<file path="src/rtl/spi_readback.sv">
// spi_readback: SPI slave readback transmitter on the ARM-to-FPGA return path.
// Oversamples spck/ncs/mosi in the ck_1356meg domain and decodes the 16-bit
// read frame header (cmd[15:12], addr[11:8]). It then shifts the selected
// 8-bit register out on miso, MSB first, during the data slot of the same
// frame. Completed and malformed frames are counted for link diagnostics.
//
// Ports:
//   ck_1356meg  in   sole clock, rising edge
//   nrst        in   asynchronous active-low reset
//   spck        in   SPI clock from ARM (asynchronous)
//   ncs         in   SPI chip select, active-low (asynchronous)
//   mosi        in   SPI data from ARM (asynchronous)
//   conf_word   in   readback source, addr 0
//   divisor     in   readback source, addr 1
//   conf_enio   in   readback source, addr 2
//   status      in   live status byte, addr 3
//   miso        out  SPI data to ARM
//   miso_oe     out  high while miso carries read data
//   rd_done     out  one-cycle pulse, read frame completed with 16 bits
//   frame_err   out  one-cycle pulse, frame ended with 1..15 or >16 bits
//
// state | meaning
// IDLE  | waiting for a chip-select falling edge
// HDR   | shifting in command/address bits 15..8
// DATA  | read decoded, shifting the snapshot byte out on miso
// DRAIN | ignoring edges until chip select rises
module spi_readback #(
  parameter int          SYNC_STAGES = 2,
  parameter logic [3:0]  CMD_READ    = 4'b1000
) (
  input  logic       ck_1356meg,
  input  logic       nrst,
  input  logic       spck,
  input  logic       ncs,
  input  logic       mosi,
  input  logic [7:0] conf_word,
  input  logic [7:0] divisor,
  input  logic [7:0] conf_enio,
  input  logic [7:0] status,
  output logic       miso,
  output logic       miso_oe,
  output logic       rd_done,
  output logic       frame_err
);

  typedef enum logic [1:0] {IDLE, HDR, DATA, DRAIN} state_t;

  state_t state, state_nxt;

  logic [SYNC_STAGES-1:0] spck_sync, ncs_sync, mosi_sync;
  logic s_spck, s_ncs, s_mosi;
  logic spck_d, ncs_d;
  logic rise, fall, ncs_rise, ncs_fall;

  logic [4:0] bit_cnt;
  logic [7:0] rx_shift;
  logic [7:0] tx_shift;
  logic [7:0] frame_cnt;
  logic [7:0] err_cnt;
  logic       oe_q;
  logic       is_rd;
  logic       rd_done_q;
  logic       frame_err_q;

  logic [7:0] hdr_byte;
  logic       hdr_is_read;
  logic       decode_now;
  logic [7:0] rd_src;

  // The ncs synchronizer resets to 0 (not the idle 1) so that a reset
  // released in the middle of a frame never produces a falling edge; the
  // block only arms after it has seen ncs high.
  always_ff @(posedge ck_1356meg or negedge nrst) begin
    if (!nrst) begin
      spck_sync <= '0;
      ncs_sync  <= '0;
      mosi_sync <= '0;
      spck_d    <= 1'b0;
      ncs_d     <= 1'b0;
    end else begin
      spck_sync <= {spck_sync[SYNC_STAGES-2:0], spck};
      ncs_sync  <= {ncs_sync[SYNC_STAGES-2:0], ncs};
      mosi_sync <= {mosi_sync[SYNC_STAGES-2:0], mosi};
      spck_d    <= s_spck;
      ncs_d     <= s_ncs;
    end
  end

  assign s_spck   = spck_sync[SYNC_STAGES-1];
  assign s_ncs    = ncs_sync[SYNC_STAGES-1];
  assign s_mosi   = mosi_sync[SYNC_STAGES-1];
  assign rise     = s_spck & ~spck_d & ~s_ncs;
  assign fall     = ~s_spck & spck_d & ~s_ncs;
  assign ncs_rise = s_ncs & ~ncs_d;
  assign ncs_fall = ~s_ncs & ncs_d;

  // Header byte including the bit arriving on the current rise.
  assign hdr_byte    = {rx_shift[6:0], s_mosi};
  assign hdr_is_read = (hdr_byte[7:4] == CMD_READ);
  assign decode_now  = (state == HDR) && rise && (bit_cnt == 5'd7);

  always_comb begin
    rd_src = 8'h00;
    case (hdr_byte[3:0])
      4'd0:    rd_src = conf_word;
      4'd1:    rd_src = divisor;
      4'd2:    rd_src = conf_enio;
      4'd3:    rd_src = status;
      4'd4:    rd_src = frame_cnt;
      4'd5:    rd_src = err_cnt;
      default: rd_src = 8'h00;
    endcase
  end

  always_ff @(posedge ck_1356meg or negedge nrst) begin
    if (!nrst) state <= IDLE;
    else       state <= state_nxt;
  end

  always_comb begin
    state_nxt = state;
    if (ncs_rise) begin
      state_nxt = IDLE;
    end else begin
      case (state)
        IDLE:    if (ncs_fall) state_nxt = HDR;
        HDR:     if (decode_now) state_nxt = hdr_is_read ? DATA : DRAIN;
        DATA:    if (rise && bit_cnt == 5'd15) state_nxt = DRAIN;
        DRAIN:   state_nxt = DRAIN;
        default: state_nxt = IDLE;
      endcase
    end
  end

  // Edges seen while IDLE with ncs low (only possible after a mid-frame
  // reset) are not counted, so the remainder of such a frame is ignored.
  always_ff @(posedge ck_1356meg or negedge nrst) begin
    if (!nrst) begin
      bit_cnt  <= 5'd0;
      rx_shift <= 8'h00;
    end else begin
      if (s_ncs) begin
        bit_cnt <= 5'd0;
      end else if (rise && state != IDLE && bit_cnt != 5'd31) begin
        bit_cnt <= bit_cnt + 5'd1;
      end
      if (rise) rx_shift <= hdr_byte;
    end
  end

  // Bit 7 is presented right after the 8th rise and must survive the fall
  // that follows it, since the ARM samples it on rise 9; shifting therefore
  // starts with the fall after rise 9.
  always_ff @(posedge ck_1356meg or negedge nrst) begin
    if (!nrst) begin
      tx_shift <= 8'h00;
      oe_q     <= 1'b0;
      is_rd    <= 1'b0;
    end else if (ncs_rise) begin
      tx_shift <= 8'h00;
      oe_q     <= 1'b0;
      is_rd    <= 1'b0;
    end else if (decode_now && hdr_is_read) begin
      tx_shift <= rd_src;
      oe_q     <= 1'b1;
      is_rd    <= 1'b1;
    end else if (state == DATA && fall && bit_cnt > 5'd8) begin
      tx_shift <= {tx_shift[6:0], 1'b0};
    end
  end

  always_ff @(posedge ck_1356meg or negedge nrst) begin
    if (!nrst) begin
      frame_cnt   <= 8'h00;
      err_cnt     <= 8'h00;
      rd_done_q   <= 1'b0;
      frame_err_q <= 1'b0;
    end else begin
      rd_done_q   <= 1'b0;
      frame_err_q <= 1'b0;
      if (ncs_rise && state != IDLE) begin
        if (bit_cnt == 5'd16) begin
          frame_cnt <= frame_cnt + 8'd1;
          rd_done_q <= is_rd;
        end else if (bit_cnt != 5'd0) begin
          frame_err_q <= 1'b1;
          if (err_cnt != 8'hFF) err_cnt <= err_cnt + 8'd1;
        end
      end
    end
  end

  always_comb begin
    miso_oe   = oe_q;
    miso      = oe_q & tx_shift[7];
    rd_done   = rd_done_q;
    frame_err = frame_err_q;
  end

endmodule

</file>
<file path="config.mk">
export PLATFORM = sky130hd
export DESIGN_NAME = spi_readback
export DESIGN_NICKNAME = d
export VERILOG_FILES = /design/src/rtl/spi_readback.sv
export SDC_FILE = /design/constraint.sdc
export NUM_CORES = 1
export LEC_CHECK = 0
export ABC_AREA = 1
export CAP_MARGIN = 10
export CELL_PAD_IN_SITES_DETAIL_PLACEMENT = 2
export CELL_PAD_IN_SITES_GLOBAL_PLACEMENT = 2
export CORE_MARGIN = 2
export CORE_UTILIZATION = 34
export CTS_CLUSTER_SIZE = 30
export DETAILED_ROUTE_END_ITERATION = 7
export GPL_ROUTABILITY_DRIVEN = 0
export PLACE_DENSITY_LB_ADDON = 0.1
export SYNTH_ARGS = -nofsm -noshare
export SYNTH_HDL_FRONTEND = slang
export SYNTH_SLANG_ARGS = --single-unit
</file>
<file path="constraint.sdc">
create_clock -name ck_1356meg -period 3.1 [get_ports ck_1356meg]
set_input_delay 0.62 -clock ck_1356meg [delete_from_list [all_inputs] [get_ports ck_1356meg]]
set_output_delay 0.62 -clock ck_1356meg [all_outputs]
set_load 0.1 [all_outputs]
</file>
### Word-level counts from Yosys, hierarchy flattened

Cells that the tools add are included.

* bits in read-only memories: 0
* memory bits (writable): 0
* register bits: 49
* memories: 0
* bits in latches: 0

* div/mod/pow operators: 0
* multiply operators: 0
* reduce and logical (&&, ||, !) cells: 19
* equal/unequal tests: 17
* bitwise logic cells: 12
* add/sub/neg operators: 3
* magnitude comparators: 1
* shift-type cells: 0
* multiplexer cells: 19

Operators by type and width (number)
* $pmux W8 S6: 1
* $mux W8: 3
* $add A8 B1 Y8 const B: 2
* $mux W5: 2
* $logic_and A1 B1 Y1: 9
* $ne A3 B3 Y1 const B: 3
* $eq A4 B2 Y1 const B: 2
* $eq A4 B3 Y1 const B: 2
* $mux W1: 8
* $mux W2: 4
* $ne A8 B8 Y1 const B: 1
* $pmux W2 S4: 1
* $and A1 B1 Y1: 7
* $reduce_bool A2 Y1: 3
* $add A5 B1 Y5 const B: 1
* $eq A5 B3 Y1 const B: 1
* $eq A5 B4 Y1 const B: 1
* $eq A5 B5 Y1 const B: 1
* $gt A5 B4 Y1 const B: 1
* $ne A5 B5 Y1 const B: 1
* $not A1 Y1: 5
* $reduce_bool A5 Y1: 1
* $eq A2 B2 Y1 const B: 2
* $eq A4 B1 Y1 const B: 1
* 8 further kinds: 8

### Logic depth before layout (Yosys ltp)

Gate-level depths: netlist of run 1.

* depth after elaboration: 8
* depth in mapped cells: 11
* depth with buffers taken out: 11

### Worst setup path after synthesis of run 1

No wires, ideal clock.

* path kind: register -> output
* start point: register, netlist name is_rd
* end point: output port miso
* buffers on the path: 0
* stages on the path, launching flop included: 3
* required time: 2.480 ns
* arrival time: 1.644 ns
* setup slack: 0.836 ns
* cell sequence: dfrtp_1 nand2_1 inv_1

RTL lines
* end: declaration: RTL line 40 `output logic miso,`

### Worst setup path in the final report of run 1

* start point: register ncs_sync[1]
* end point: register tx_shift[6]

* longest elaborated chain between the ends: 7
* elaborated cells on any way between the ends: 12

Ends and longest elaborated chain
* start: declaration: RTL line 50 `logic [SYNC_STAGES-1:0] spck_sync, ncs_sync, mosi_sync;`
* start signal: assignment: RTL line 82 `ncs_sync <= {ncs_sync[SYNC_STAGES-2:0], ncs};`
* $not A1 Y1: RTL line 92, 93
* $and A1 B1 Y1: RTL line 92 `assign rise = s_spck & ~spck_d & ~s_ncs;`
* $logic_and A1 B1 Y1 (2 in a row): RTL line 100 `assign decode_now = (state == HDR) && rise && (bit_cnt == 5'd7);`
* $logic_and A1 B1 Y1: RTL line 163 `end else if (decode_now && hdr_is_read) begin`
* $mux W8: RTL line 163
* $mux W8: RTL line 159 `end else if (ncs_rise) begin`
* end signal: assignment: RTL line 164 `tx_shift <= rd_src;`
* end signal: assignment: RTL line 168 `tx_shift <= {tx_shift[6:0], 1'b0};`
* end: declaration: RTL line 57 `logic [7:0] tx_shift;`

Several ways; a longest one is shown, not always the timed one.
A chain may end at the register's enable or synchronous reset.

==> results of run 1 <==
## stage by stage
| stage | cell area (um^2) | power [mW] | instances | utilization (%) |
|---|---|---|---|---|
| after global routing | 3330 | 1.55 | 496 | 42.7 |
| after floorplan | 2760 | 0.934 | 352 | - |
| after global placement | 3240 | 1.06 | 488 | 41.4 |
| after CTS | 3330 | 1.49 | 496 | 42.7 |
| final | 3330 | 1.46 | 496 | 42.7 |
| after detailed placement | 3240 | 1.08 | 488 | 41.4 |
## flip-flops by register name, indices dropped and copies added, names as in the netlist
register / cells
ncs_sync: 2
bit_cnt: 5
mosi_sync: 2
frame_cnt: 8
is_rd: 1
err_cnt: 8
tx_shift: 8
state: 2
rx_shift: 7
spck_d: 1
ncs_d: 1
frame_err: 1
spck_sync: 2
rd_done: 1
## cell families (layout without fill, tap and decap cells)
logic type	after synthesis	after routing	synth area share, %
AND/OR/NAND/NOR	213	213	36.0
adder cells (fa/ha/maj)	7	7	3.18
buffers and inverters	46	88	7.13
XOR/XNOR	14	14	4.45
flip-flops	49	49	44.5
AO/OA/AOI/OAI	23	23	4.72
## cells in the mapped netlist
library cell	instances
a21oi_4	1
inv_1	30
buf_4	3
o22ai_1	1
nor2_4	4
nor2_1	22
nand3_1	59
xnor2_1	8
nand2_2	2
buf_6	1
ha_1	7
clkinv_1	1
inv_2	6
nor3_2	1
clkbuf_1	1
o21ai_1	2
xor2_1	6
nand2_1	102
nor3_1	3
nand3b_4	1
nor2_2	5
dfrtp_1	49
a211oi_1	1
buf_2	4
o21ai_0	14
a21oi_1	4
nor3_4	1
nand4_1	13
## cell type report
cell class                 count  area [um^2]  share of cell area, %
clock buffer                   6         82.6                   2.48
inverter                      37          139                   4.17
multi-input combinational    257         1340                   40.1
clock inverter                 2         13.8                  0.413
tap                          102          128                   3.83
sequential                    49         1230                   36.8
timing repair buffer          43          408                   12.2
## routing by layer
metal  up-vias  GRT usage, %  share of wire (%)
li1       1222             -                  -
met1      1259          26.3                 46
met2        28          37.1                 51
met3         6          2.65                2.0
met4         0          3.62               0.74
met5         -             0                  0
## worst max path at each step
stage	startpoint	to	cells past startpoint	slack [ps]
after floorplan	is_rd	miso	2	840
after global placement	ncs_sync[1]	err_cnt[6]	7	1310
after detailed placement	ncs_sync[1]	err_cnt[2]	7	1250
after CTS	ncs_sync[1]	tx_shift[6]	5	1230
after global routing	ncs_sync[1]	tx_shift[6]	5	1050
final	ncs_sync[1]	tx_shift[6]	5	1250
## worst register-to-register path, delay by kind of cell, from the launching register on
family	cells	cell delay [ps]
AO/OA/AOI/OAI	1	310
flip-flops	1	440
AND/OR/NAND/NOR	4	1050
## power breakdown
part	internal [mW]	total (mW)	switching, mW
sequential	0.682	0.724	0.0428
combinational	0.119	0.333	0.215
clock	0.181	0.406	0.224
total	0.982	1.46	0.482
==> flow_summary.json, run 1 <==
{
  "gr-usage-all-layers_pct": 20.5,
  "final_common_cell": "nand2_1",
  "syn_area_um2": 2760,
  "ios": 41,
  "clk_latency_ps": 310,
  "r2r_setup_slack_ps": 1250,
  "grt_max_degree": 33,
  "fin_tns_setup_ps": 0,
  "postRouteWirelength_um": 8260,
  "worst_r2r_endpoint": "tx_shift[6]",
  "critical-path-top-delay-family": "simple AND/OR/NAND/NOR gates",
  "final.fill_count": 933,
  "cp_num_buf_inv": 0,
  "route.detailed.drc": 0,
  "min_period_over_period_pct": 59.8,
  "pre_cts_ws_ps": 1250,
  "yosysTopAreaCellShare_pct": 44.5,
  "syn_inst": 352,
  "final_cell_mix": "nand2_1, nand3_1, dfrtp_1",
  "fin_worst_skew_ps": 10.4,
  "slew_headroom_pct": 53.1,
  "report.final.slew_viol_count": 0,
  "clk_pin_slew_worst_paths_ps": 100,
  "cts-htree-levels": 2,
  "synthDistinctLibCells": 28,
  "ant_nets": 0,
  "criticalPathCategory": "reg2reg",
  "rr_worst_depth": 5,
  "cap_violations": 0,
  "synth_top_area_cell": "dfrtp_1",
  "cp_slowest_cell": "nor3_4",
  "drt_pre_antenna_iters": 4,
  "ys_ff_latch": 49,
  "setup_slack_ps": 1250,
  "layout.nets": 437,
  "die_w_um": 94.0,
  "n_antenna_cell": 0,
  "run_status": "complete, no violations",
  "clock_sinks": 49,
  "vias_per_cell": 5.07,
  "synth_area_per_cell_um2": 7.83,
  "crit_path_max_fanout": 17,
  "worst-slew-pin-transition_ps": 702,
  "cp.required_ps": 3350,
  "vias": 2515,
  "fin_hold_ws_ps": 296,
  "finalHoldViolations": 0,
  "first_global_vias": 2840,
  "die_h_um": 94.0,
  "holdBufCountCts": 0,
  "io_buffers": 40,
  "crit_path_max_incr_delay_ps": 560,
  "start_util_pct": 35.3,
  "ys_seq_area_share_pct": 44.5,
  "powerDensity_nw_per_um2": 439,
  "syn2layout_area_growth_pct": 20.9,
  "rr_startpoint": "ncs_sync[1]",
  "grt_antenna_before_repair": 0,
  "min_path_type": "in2async",
  "numCtsBuffers": 5,
  "synth_nets": 396,
  "dpl.hpwl_um": 6340,
  "peakVddDrop_uv": 239,
  "arrival_ps": 2100,
  "cp_cell_sequence": "nor3_4 > nand3b_4 > a21oi_4 > nand2_1 > nand2_1",
  "root_buffer": "clkbuf_8",
  "core.rowCount": 32,
  "setup.worst_path.start_class": "register",
  "clk_path_buf_depth": 2,
  "grt_pass1_wl_um": 14100,
  "cts_tree": "done",
  "worstSetupEndpointType": "register",
  "synth.area.top_cells": "dfrtp_1, nand2_1, nand3_1, inv_1, ha_1",
  "grt-ovfl-total": 0,
  "drive_above_1_share_pct": 9.64,
  "setup_viol": 0,
  "max_freq_mhz": 540,
  "post_cts_buffers": 0,
  "cpMostUsedCell": "nand2_1",
  "core_um2": 7810,
  "die_area_um2": 8840,
  "rsz0062_at_grt": "false",
  "drtIter0Drc": 85,
  "p_leak_nw": 1.64,
  "wl_per_cell_um": 16.7,
  "ctsResizeCount": 0,
  "fin_crit_ps": 1850,
  "yosysWarnings": 0
}
(Power assumes the default switching activity.)
==> run 2: changes to the inputs <==
Settings changed: CORE_UTILIZATION 34 to 31.
Clock period 3.1 ns to 1.9 ns, I/O delays scaled along.
==> run 2 against run 1 <==
Routed wire length down 5.4%; cell count up 2.4%; sequential share of layout area down 1.4 points; hold slack worse by 260 ps; maximum frequency up 9.3%; core utilization down 2.7 points; non-clock buffer count up 6; worst setup slack worse by 1000 ps; flip-flop and latch count unchanged; final area up 4.0%; highest routed layer unchanged.
==> flow_summary.json, run 2 (synthesis gave the netlist of run 1 again) <==
{
  "vias_per_cell": 4.90,
  "setup_slack_ps": 204,
  "postRouteWirelength_um": 7810,
  "cp.required_ps": 2150,
  "clk_latency_ps": 320,
  "cts_tree": "done",
  "report.final.slew_viol_count": 0,
  "rsz0062_at_grt": "true",
  "worstSetupEndpoint": "bit_cnt[3]",
  "clock_sinks": 49,
  "arrival_ps": 1950,
  "r2r_setup_slack_ps": 200,
  "syn2layout_area_growth_pct": 25.8,
  "ios": 41,
  "die_w_um": 98.3,
  "slew_headroom_pct": 73.3,
  "grt_antenna_before_repair": 0,
  "start_util_pct": 31.7,
  "reg.largest.list": "err_cnt: 8 flops, frame_cnt: 8 flops, tx_shift: 8 flops",
  "core.rowCount": 34,
  "powerDensity_nw_per_um2": 741,
  "numCtsBuffers": 5,
  "p_total_mw": 2.57,
  "setup_viol": 0,
  "critPathLaunch": "bit_cnt[0]",
  "worstSetupEndpointType": "register",
  "first_global_vias": 2804,
  "min_path_type": "in2async",
  "cp_slowest_cell": "dfrtp_1",
  "cp_cell_sequence": "ha_1 > nand2_1 > nor2_1 > ha_1 > nor2_1 > nand2_1 > o21ai_0 > nand2_1 > nor2_1",
  "vias": 2487,
  "final_cell_mix": "nand2_1, nand3_1, dfrtp_1",
  "ant_nets": 0,
  "rr_worst_depth": 9,
  "drt_pre_antenna_iters": 4,
  "run_status": "complete, no violations",
  "setup.worst_path.start_class": "register",
  "cap_violations": 0,
  "worst-slew-pin-transition_ps": 399,
  "grt_max_degree": 50,
  "rr_startpoint": "bit_cnt[0]",
  "min_period_over_period_pct": 89.3,
  "criticalPathCategory": "reg2reg",
  "wl_per_cell_um": 15.4,
  "max_freq_mhz": 590,
  "worst_r2r_endpoint": "bit_cnt[3]",
  "drive_above_1_share_pct": 11.5,
  "cts-htree-levels": 2,
  "layout.nets": 443,
  "crit_path_max_fanout": 6,
  "n_antenna_cell": 0,
  "grt-ovfl-total": 0,
  "core_um2": 8680,
  "die_h_um": 98.3,
  "grt_pass1_wl_um": 14000,
  "die_area_um2": 9660,
  "multi_input_comb_area_um2": 1340,
  "final.fill_count": 1033,
  "drtIter0Drc": 74,
  "crit_path_max_incr_delay_ps": 410,
  "final_common_cell": "nand2_1",
  "route.detailed.drc": 0,
  "peakVddDrop_uv": 424,
  "root_buffer": "clkbuf_8",
  "pre_cts_ws_ps": 176,
  "fin_worst_skew_ps": 13.2,
  "finalHoldViolations": 0,
  "fin_crit_ps": 1700,
  "gr-usage-all-layers_pct": 18.0,
  "stdcell_area_um2": 3470,
  "clk_pin_slew_worst_paths_ps": 100,
  "dpl_cell_area_um2": 3330,
  "p_leak_nw": 1.69,
  "io_buffers": 40,
  "seq_area_um2": 1230,
  "dpl.hpwl_um": 5940,
  "clk_path_buf_depth": 2
}
## run 2: timing repair
item                       CTS  global route
setup endpoints to repair    0             3
hold endpoints to repair     0             0
resized for setup            0             3
hold buffers                 0             0
buffers inserted             0             1
## run 2: how the worst min path moves through the flow
stage / end / cells after the start / start
global placement: spck_sync[1] / 0 / spck_sync[0]
CTS: err_cnt[4] / 2 / nrst
floorplan: bit_cnt[0] / 0 / nrst
detailed placement: mosi_sync[1] / 0 / mosi_sync[0]
finish: tx_shift[4] / 2 / nrst
global route: tx_shift[6] / 2 / nrst
## run 2: power breakdown
group          internal [mW]  total [mW]  leakage (nW)  switching (mW)
Combinational          0.232       0.574         0.980           0.343
Sequential              1.11        1.18         0.654          0.0718
Clock                  0.429       0.811        0.0574           0.383
## run 2: per-stage QoR
stage	instances	util (%)	TNS, ps	hold WS, ps
2_1_floorplan	352	-	0	84.4
3_3_place_gp	499	38.4	0	335
3_5_place_dp	499	38.4	0	338
4_1_cts	507	39.8	0	45.1
5_1_grt	508	39.9	-5.90	42.6
6_report	508	39.9	0	34.3
## run 2: layout make-up
cell class                 instances  area share, %
timing repair buffer              49           14.5
sequential                        49           35.4
tap                              108           3.90
multi-input combinational        257           38.7
clock buffer                       6           2.38
clock inverter                     2           1.08
inverter                          37           4.01
## run 2: routing by layer
layer	routed length (um)	track usage, %	vias up
li1	-	-	1233
met3	201	3.15	8
met1	3760	24.6	1221
met4	79	4.11	0
met2	3780	30.1	25
met5	0	0	-
## run 2: worst max-delay path: cells and delay by family, from the launching register on
family	cells	cell delay [ps]
AO/OA/AOI/OAI	1	210
AND/OR/NAND/NOR	6	630
adder cells (fa/ha/maj)	2	400
flip-flops	1	410
